===== config.mk =====
export PLATFORM = sky130hd
export DESIGN_NAME = sram_bus_ctrl
export DESIGN_NICKNAME = d
export VERILOG_FILES = /design/src/rtl/sram_bus_ctrl.sv
export SDC_FILE = /design/constraint.sdc
export NUM_CORES = 1
export LEC_CHECK = 0
export ABC_AREA = 1
export CORE_UTILIZATION = 42
export DETAILED_ROUTE_END_ITERATION = 10
export GPL_ROUTABILITY_DRIVEN = 0
export HOLD_SLACK_MARGIN = 0.1
export PLACE_DENSITY_LB_ADDON = 0.15
export SLEW_MARGIN = 0
export SYNTH_ARGS = -nofsm -noshare
export SYNTH_HDL_FRONTEND = slang
export SYNTH_SLANG_ARGS = --single-unit

===== constraint.sdc =====
create_clock -name clk -period 2.1 [get_ports clk]
set_input_delay 0.42 -clock clk [delete_from_list [all_inputs] [get_ports clk]]
set_output_delay 0.42 -clock clk [all_outputs]
set_load 0.02 [all_outputs]

===== src/rtl/sram_bus_ctrl.sv =====
// Bus responder that arbitrates the core's fetch and load/store ports onto one shared async SRAM.
// Define FETCH_BUF_EN to add a one-entry fetch buffer that lets a repeated fetch skip the SRAM.
module sram_bus_ctrl #(
    parameter int ADDR_W  = 20,
    parameter int RD_WAIT = 1,
    parameter int WR_WAIT = 2
) (
    input  logic              clk,
    input  logic              rst,
    input  logic [31:0]       rom_addr_i,
    input  logic              rom_ce_n_i,
    output logic [31:0]       rom_data_o,
    input  logic [31:0]       ram_addr_i,
    input  logic [31:0]       ram_data_i,
    input  logic              ram_we_n_i,
    input  logic [3:0]        ram_be_n_i,
    input  logic              ram_ce_n_i,
    input  logic              ram_oe_n_i,
    output logic [31:0]       ram_data_o,
    output logic              stall_from_bus,
    output logic [ADDR_W-1:0] sram_addr_o,
    input  logic [31:0]       sram_data_i,
    output logic [31:0]       sram_data_o,
    output logic              sram_data_oe,
    output logic              sram_ce_n_o,
    output logic              sram_oe_n_o,
    output logic              sram_we_n_o,
    output logic [3:0]        sram_be_n_o
);

    localparam int CNT_MAX = (RD_WAIT > WR_WAIT) ? RD_WAIT : WR_WAIT;
    localparam int CNT_W   = $clog2(CNT_MAX + 2);

    typedef enum logic [2:0] {
        IDLE,
        DRD,
        IRD,
        WSETUP,
        WPULSE,
        WHOLD,
        REL
    } state_t;

    state_t             state_q, state_d;
    logic [CNT_W-1:0]   cnt_q, cnt_d;
    logic               dDone_q, dDone_d;
    logic               iDone_q, iDone_d;
    logic [ADDR_W-1:0]  addr_q, addr_d;
    logic [31:0]        wrData_q, wrData_d;
    logic [3:0]         beN_q, beN_d;
    logic [31:0]        romData_q, romData_d;
    logic [31:0]        ramData_q, ramData_d;

    logic               dReq, iReq, dWrite, dPend, iPend, iHit, lastCycle;
    logic [ADDR_W-1:0]  romWord, ramWord;

    // Byte-offset and upper address bits never reach the word-addressed SRAM; a load is any non-write data request.
    logic               unusedBits;
    assign unusedBits = ^{ram_oe_n_i, rom_addr_i[1:0], rom_addr_i[31:ADDR_W+2],
                          ram_addr_i[1:0], ram_addr_i[31:ADDR_W+2]};

    assign romWord   = rom_addr_i[ADDR_W+1:2];
    assign ramWord   = ram_addr_i[ADDR_W+1:2];
    assign dReq      = !ram_ce_n_i;
    assign iReq      = !rom_ce_n_i;
    assign dWrite    = !ram_we_n_i;
    assign dPend     = dReq && !dDone_q;
    assign iPend     = iReq && !iDone_q;
    assign lastCycle = (cnt_q == '0);

`ifdef FETCH_BUF_EN
    logic [ADDR_W-1:0]  bufTag_q, bufTag_d;
    logic               bufValid_q, bufValid_d;

    assign iHit = bufValid_q && (bufTag_q == romWord);
`else
    assign iHit = 1'b0;
`endif

    // REL is the one cycle the core is released; reset also drops the hold immediately.
    assign stall_from_bus = rst && (state_q != REL) && (dPend || iPend);

    always_ff @(posedge clk or negedge rst) begin
        if (!rst) begin
            state_q    <= IDLE;
            cnt_q      <= '0;
            dDone_q    <= 1'b0;
            iDone_q    <= 1'b0;
            addr_q     <= '0;
            wrData_q   <= '0;
            beN_q      <= 4'hF;
            romData_q  <= '0;
            ramData_q  <= '0;
`ifdef FETCH_BUF_EN
            bufTag_q   <= '0;
            bufValid_q <= 1'b0;
`endif
        end else begin
            state_q    <= state_d;
            cnt_q      <= cnt_d;
            dDone_q    <= dDone_d;
            iDone_q    <= iDone_d;
            addr_q     <= addr_d;
            wrData_q   <= wrData_d;
            beN_q      <= beN_d;
            romData_q  <= romData_d;
            ramData_q  <= ramData_d;
`ifdef FETCH_BUF_EN
            bufTag_q   <= bufTag_d;
            bufValid_q <= bufValid_d;
`endif
        end
    end

    always_comb begin
        state_d   = state_q;
        dDone_d   = dDone_q;
        iDone_d   = iDone_q;
        addr_d    = addr_q;
        wrData_d  = wrData_q;
        beN_d     = beN_q;
        romData_d = romData_q;
        ramData_d = ramData_q;
`ifdef FETCH_BUF_EN
        bufTag_d   = bufTag_q;
        bufValid_d = bufValid_q;
`endif
        case (state_q)
            IDLE: begin
                // A buffered fetch completes here even when a data access goes first.
                if (iPend && iHit) begin
                    iDone_d = 1'b1;
                end
                if (dPend && dWrite) begin
                    state_d  = WSETUP;
                    addr_d   = ramWord;
                    wrData_d = ram_data_i;
                    beN_d    = ram_be_n_i;
                end else if (dPend) begin
                    state_d = DRD;
                    addr_d  = ramWord;
                end else if (iPend && !iHit) begin
                    state_d = IRD;
                    addr_d  = romWord;
                end else if (dReq || iReq) begin
                    state_d = REL;
                end
            end
            DRD: begin
                if (lastCycle) begin
                    ramData_d = sram_data_i;
                    dDone_d   = 1'b1;
                    if (iPend) begin
                        state_d = IRD;
                        addr_d  = romWord;
                    end else begin
                        state_d = REL;
                    end
                end
            end
            IRD: begin
                if (lastCycle) begin
                    romData_d = sram_data_i;
                    iDone_d   = 1'b1;
                    state_d   = REL;
`ifdef FETCH_BUF_EN
                    bufTag_d   = addr_q;
                    bufValid_d = 1'b1;
`endif
                end
            end
            WSETUP: begin
                state_d = WPULSE;
            end
            WPULSE: begin
                if (lastCycle) begin
                    state_d = WHOLD;
                end
            end
            WHOLD: begin
                dDone_d = 1'b1;
`ifdef FETCH_BUF_EN
                if (addr_q == bufTag_q) begin
                    bufValid_d = 1'b0;
                end
`endif
                if (iPend) begin
                    state_d = IRD;
                    addr_d  = romWord;
                end else begin
                    state_d = REL;
                end
            end
            REL: begin
                dDone_d = 1'b0;
                iDone_d = 1'b0;
                state_d = IDLE;
            end
            default: begin
                state_d = IDLE;
            end
        endcase
    end

    // The wait counter reloads with the remaining length on each state entry and saturates at zero.
    always_comb begin
        cnt_d = cnt_q;
        if (state_d != state_q) begin
            case (state_d)
                DRD, IRD: cnt_d = CNT_W'(RD_WAIT);
                WPULSE:   cnt_d = CNT_W'(WR_WAIT - 1);
                default:  cnt_d = '0;
            endcase
        end else if (!lastCycle) begin
            cnt_d = cnt_q - CNT_W'(1);
        end
    end

    always_comb begin
        sram_ce_n_o  = 1'b1;
        sram_oe_n_o  = 1'b1;
        sram_we_n_o  = 1'b1;
        sram_be_n_o  = 4'hF;
        sram_data_oe = 1'b0;
        case (state_q)
            DRD, IRD: begin
                sram_ce_n_o = 1'b0;
                sram_oe_n_o = 1'b0;
                sram_be_n_o = 4'h0;
            end
            WSETUP, WHOLD: begin
                sram_ce_n_o  = 1'b0;
                sram_be_n_o  = beN_q;
                sram_data_oe = 1'b1;
            end
            WPULSE: begin
                sram_ce_n_o  = 1'b0;
                sram_we_n_o  = 1'b0;
                sram_be_n_o  = beN_q;
                sram_data_oe = 1'b1;
            end
            default: begin
                sram_ce_n_o = 1'b1;
            end
        endcase
    end

    assign sram_addr_o = addr_q;
    assign sram_data_o = wrData_q;
    assign rom_data_o  = romData_q;
    assign ram_data_o  = ramData_q;

endmodule


==> results_dict.tcl <==
set metrics [dict create \
    outcome "finished clean" \
    required_ns 1.68 \
    routedWlPerCell_um 14.93 \
    top_layer_used "met4" \
    synth_area_leaders "dfrtp_1 54%, nand2_1 12%, o21ai_0 5.9%" \
    ant_nets 0 \
    antenna_found_initial 0 \
    fin_ws_ns 0.02863 \
    p_leak_nw 4.115 \
    rrSetupSlack_ns 0.21 \
    drive_gt1_frac 0.1432 \
    seq_area_frac_synth 0.5586 \
    crit_fanout 6 \
    cts_tree "done" \
    criticalPathCategory "reg2out" \
    synth-seq-cells 127 \
    worstSetupEndpointType "output port" \
    cts_buffers 17 \
    grt-ovfl-total 0 \
    p_comb_frac 0.548 \
    fmax_ghz 0.4828 \
    hold_class "in2async" \
    drv_cap 0 \
    hold_violations 0 \
    grt_max_degree 128 \
    synth_flop_cell "dfrtp_1" \
    synth_nets 749 \
    cp-start-kind "register" \
    p_per_area_mw_per_mm2 1801 \
    grt_pass1_wl_um 25880 \
    synth_area_mm2 0.005698 \
    async_flop_share 1.000 \
    fp-row-count 42 \
    p_seq_frac 0.277 \
    worstReg2RegEnd "sram_data_o[15]" \
    arrival_ns 1.65 \
    syn2layout_area_growth_pct 56.24 \
    dr.pass1.iters 4 \
    pwr-share-clk 0.175 \
    synth_edf_count 0 \
    io_pins 263 \
    hpwl_um 10580 \
    cts_sinks 127 \
    post-route-period-util 0.9864 \
    post-place-ws_ns -0.2507 \
    syn-mean-instance-area_um2 9.341 \
    worstSkewPairLatency_ns 0.41 \
    drt_iter0_drc 255 \
    dieArea_mm2 0.01404 \
    drc 0 \
    rsz0062_at_grt "true" \
    yosysWarnings 0 \
    final_common_cell "clkdlybuf4s50_1" \
    coreArea_mm2 0.01324 \
    grt_pass1_vias 5411 \
    slew-limit-headroom 0.5220 \
    ir_drop_mv 0.9562 \
    switching_share 0.4176 \
    instances_no_fill 1049 \
    io_buffers 237 \
    yosysTopAreaCell "dfrtp_1" \
    final_area_mm2 0.008902 \
    wl_met2_um 7703 \
    n_antenna_cell 0 \
    setup-tns-final_ns 0 \
    htreeDepth 4 \
    p_switching_mw 6.695 \
    synth_top_area_frac 0.5402 \
    hold_slack_ns 0.09468 \
    die_w_um 118.5 \
    dp.cells 1013 \
    clk_pin_slew_ns 0.05 \
    r2r.worst_path.cells 10 \
    wl_um 15660 \
    viasPerCell 4.933 \
    start_util 0.4303 \
    gr-usage-all-layers 0.2339 \
    root_buffer "clkbuf_16" \
    ys_types 35 \
    ctsLongestPathBuffers 2 \
    fin_crit_ns 2.071 \
    vias 5175 \
    final_cell_mix "227 x clkdlybuf4s50_1, 182 x nand2_1, 121 x dfrtp_1" \
    p_int_mw 9.335 \
    synthCells 610 \
    final_nets 999 \
    r2r-start "state_q[0]" \
    finClkSkew_ns 0.007710 \
    slew_violations 0 \
    place_area_mm2 0.008283 \
    setup-violations-final 0 \
    routed-wl-met3_um 1261 \
    die_h_um 118.5 \
    routedLengthMet1_um 6298 \
    tightest_slew_ns 0.7170 \
]
[synthesized netlist by cell type (4+ instances only)]
cell      count
o21bai_1     20
o21ai_0      67
nand2_1     184
dfrtp_1     123
a21oi_1      22
dfstp_2       4
nand3_2      21
buf_4         8
clkbuf_1     15
buf_2         8
inv_1        45
nand3_1      25
buf_12        5
a31oi_1      21
nor2_1       10
nand2_2       4
[registers in the layout (all words and copies together), names as in the netlist]
register     flops
iDone_q          1
dDone_q          1
sram_data_o     32
beN_q            4
ram_data_o      32
sram_addr_o     20
state_q          3
cnt_q            2
rom_data_o      32
[power groups by stage]
stage	Combinational (mW)	Sequential (mW)	Clock [mW]
finish	8.78	4.44	2.80
CTS	8.73	4.45	2.85
detailed placement	8.70	4.45	0
global route	9.54	4.59	2.96
floorplan	3.83	5.71	0
global placement	8.53	4.41	0
[final cells by class]
| cell class | instances | area [um^2] |
|---|---|---|
| inverters | 48 | 187.7 |
| multi-input cells | 395 | 2044 |
| clock inverters | 9 | 83.83 |
| fillers | 1092 | 4340 |
| repair buffers | 271 | 2693 |
| clock buffers | 23 | 488.0 |
| well taps | 176 | 220.2 |
| flip-flops and latches | 127 | 3186 |
[metrics by stage]
step	utilization	total power [mW]
global route	0.6722	17.09
finish	0.6722	16.03
floorplan	-	9.547
global placement	0.6255	12.93
detailed placement	0.6255	13.15
CTS	0.6704	16.04
[per-layer routing]
metal,vias up,track usage
li1,2485,-
met1,2458,0.2686
met2,197,0.3912
met3,35,0.08929
met4,0,0.09652
met5,-,0
[how the worst max path moves through the flow]
stage | startpoint | endpoint
after detailed placement | ram_ce_n_i | stall_from_bus
after global routing | state_q[0] | sram_be_n_o[2]
after CTS | state_q[1] | sram_be_n_o[2]
after global placement | ram_ce_n_i | stall_from_bus
final | state_q[0] | sram_be_n_o[2]
after floorplan | state_q[1] | sram_be_n_o[0]
[kinds of logic (layout without fill, tap and decap cells)]
kind of cell | count (synthesis) | after routing | share of synthesized area
fa+ha+maj | 1 | 1 | 0.002196
compound gates | 133 | 133 | 0.1318
simple gates | 260 | 260 | 0.2194
flops | 127 | 127 | 0.5586
xor+xnor | 1 | 1 | 0.001537
buf+inv | 88 | 351 | 0.08652
[timing repair]
item,4_1_cts,5_1_grt
endpoints found under the setup margin,9,7
resized for setup,37,16
endpoints found under the hold margin,0,0
hold buffers,0,0
pin swaps,1,4
setup buffers,2,2
[worst max-delay path, cell delays in order (launching register included)]
cell,delay (ns)
dfrtp_2,0.48
nor2_4,0.15
nand2_2,0.07
nand2_1,0.07
inv_2,0.05
nand2_4,0.07
buf_6,0.12
nand2_1,0.05
nand2_1,0.08
buf_6,0.12
No activity file was read; power rests on OpenSTA's default activity.
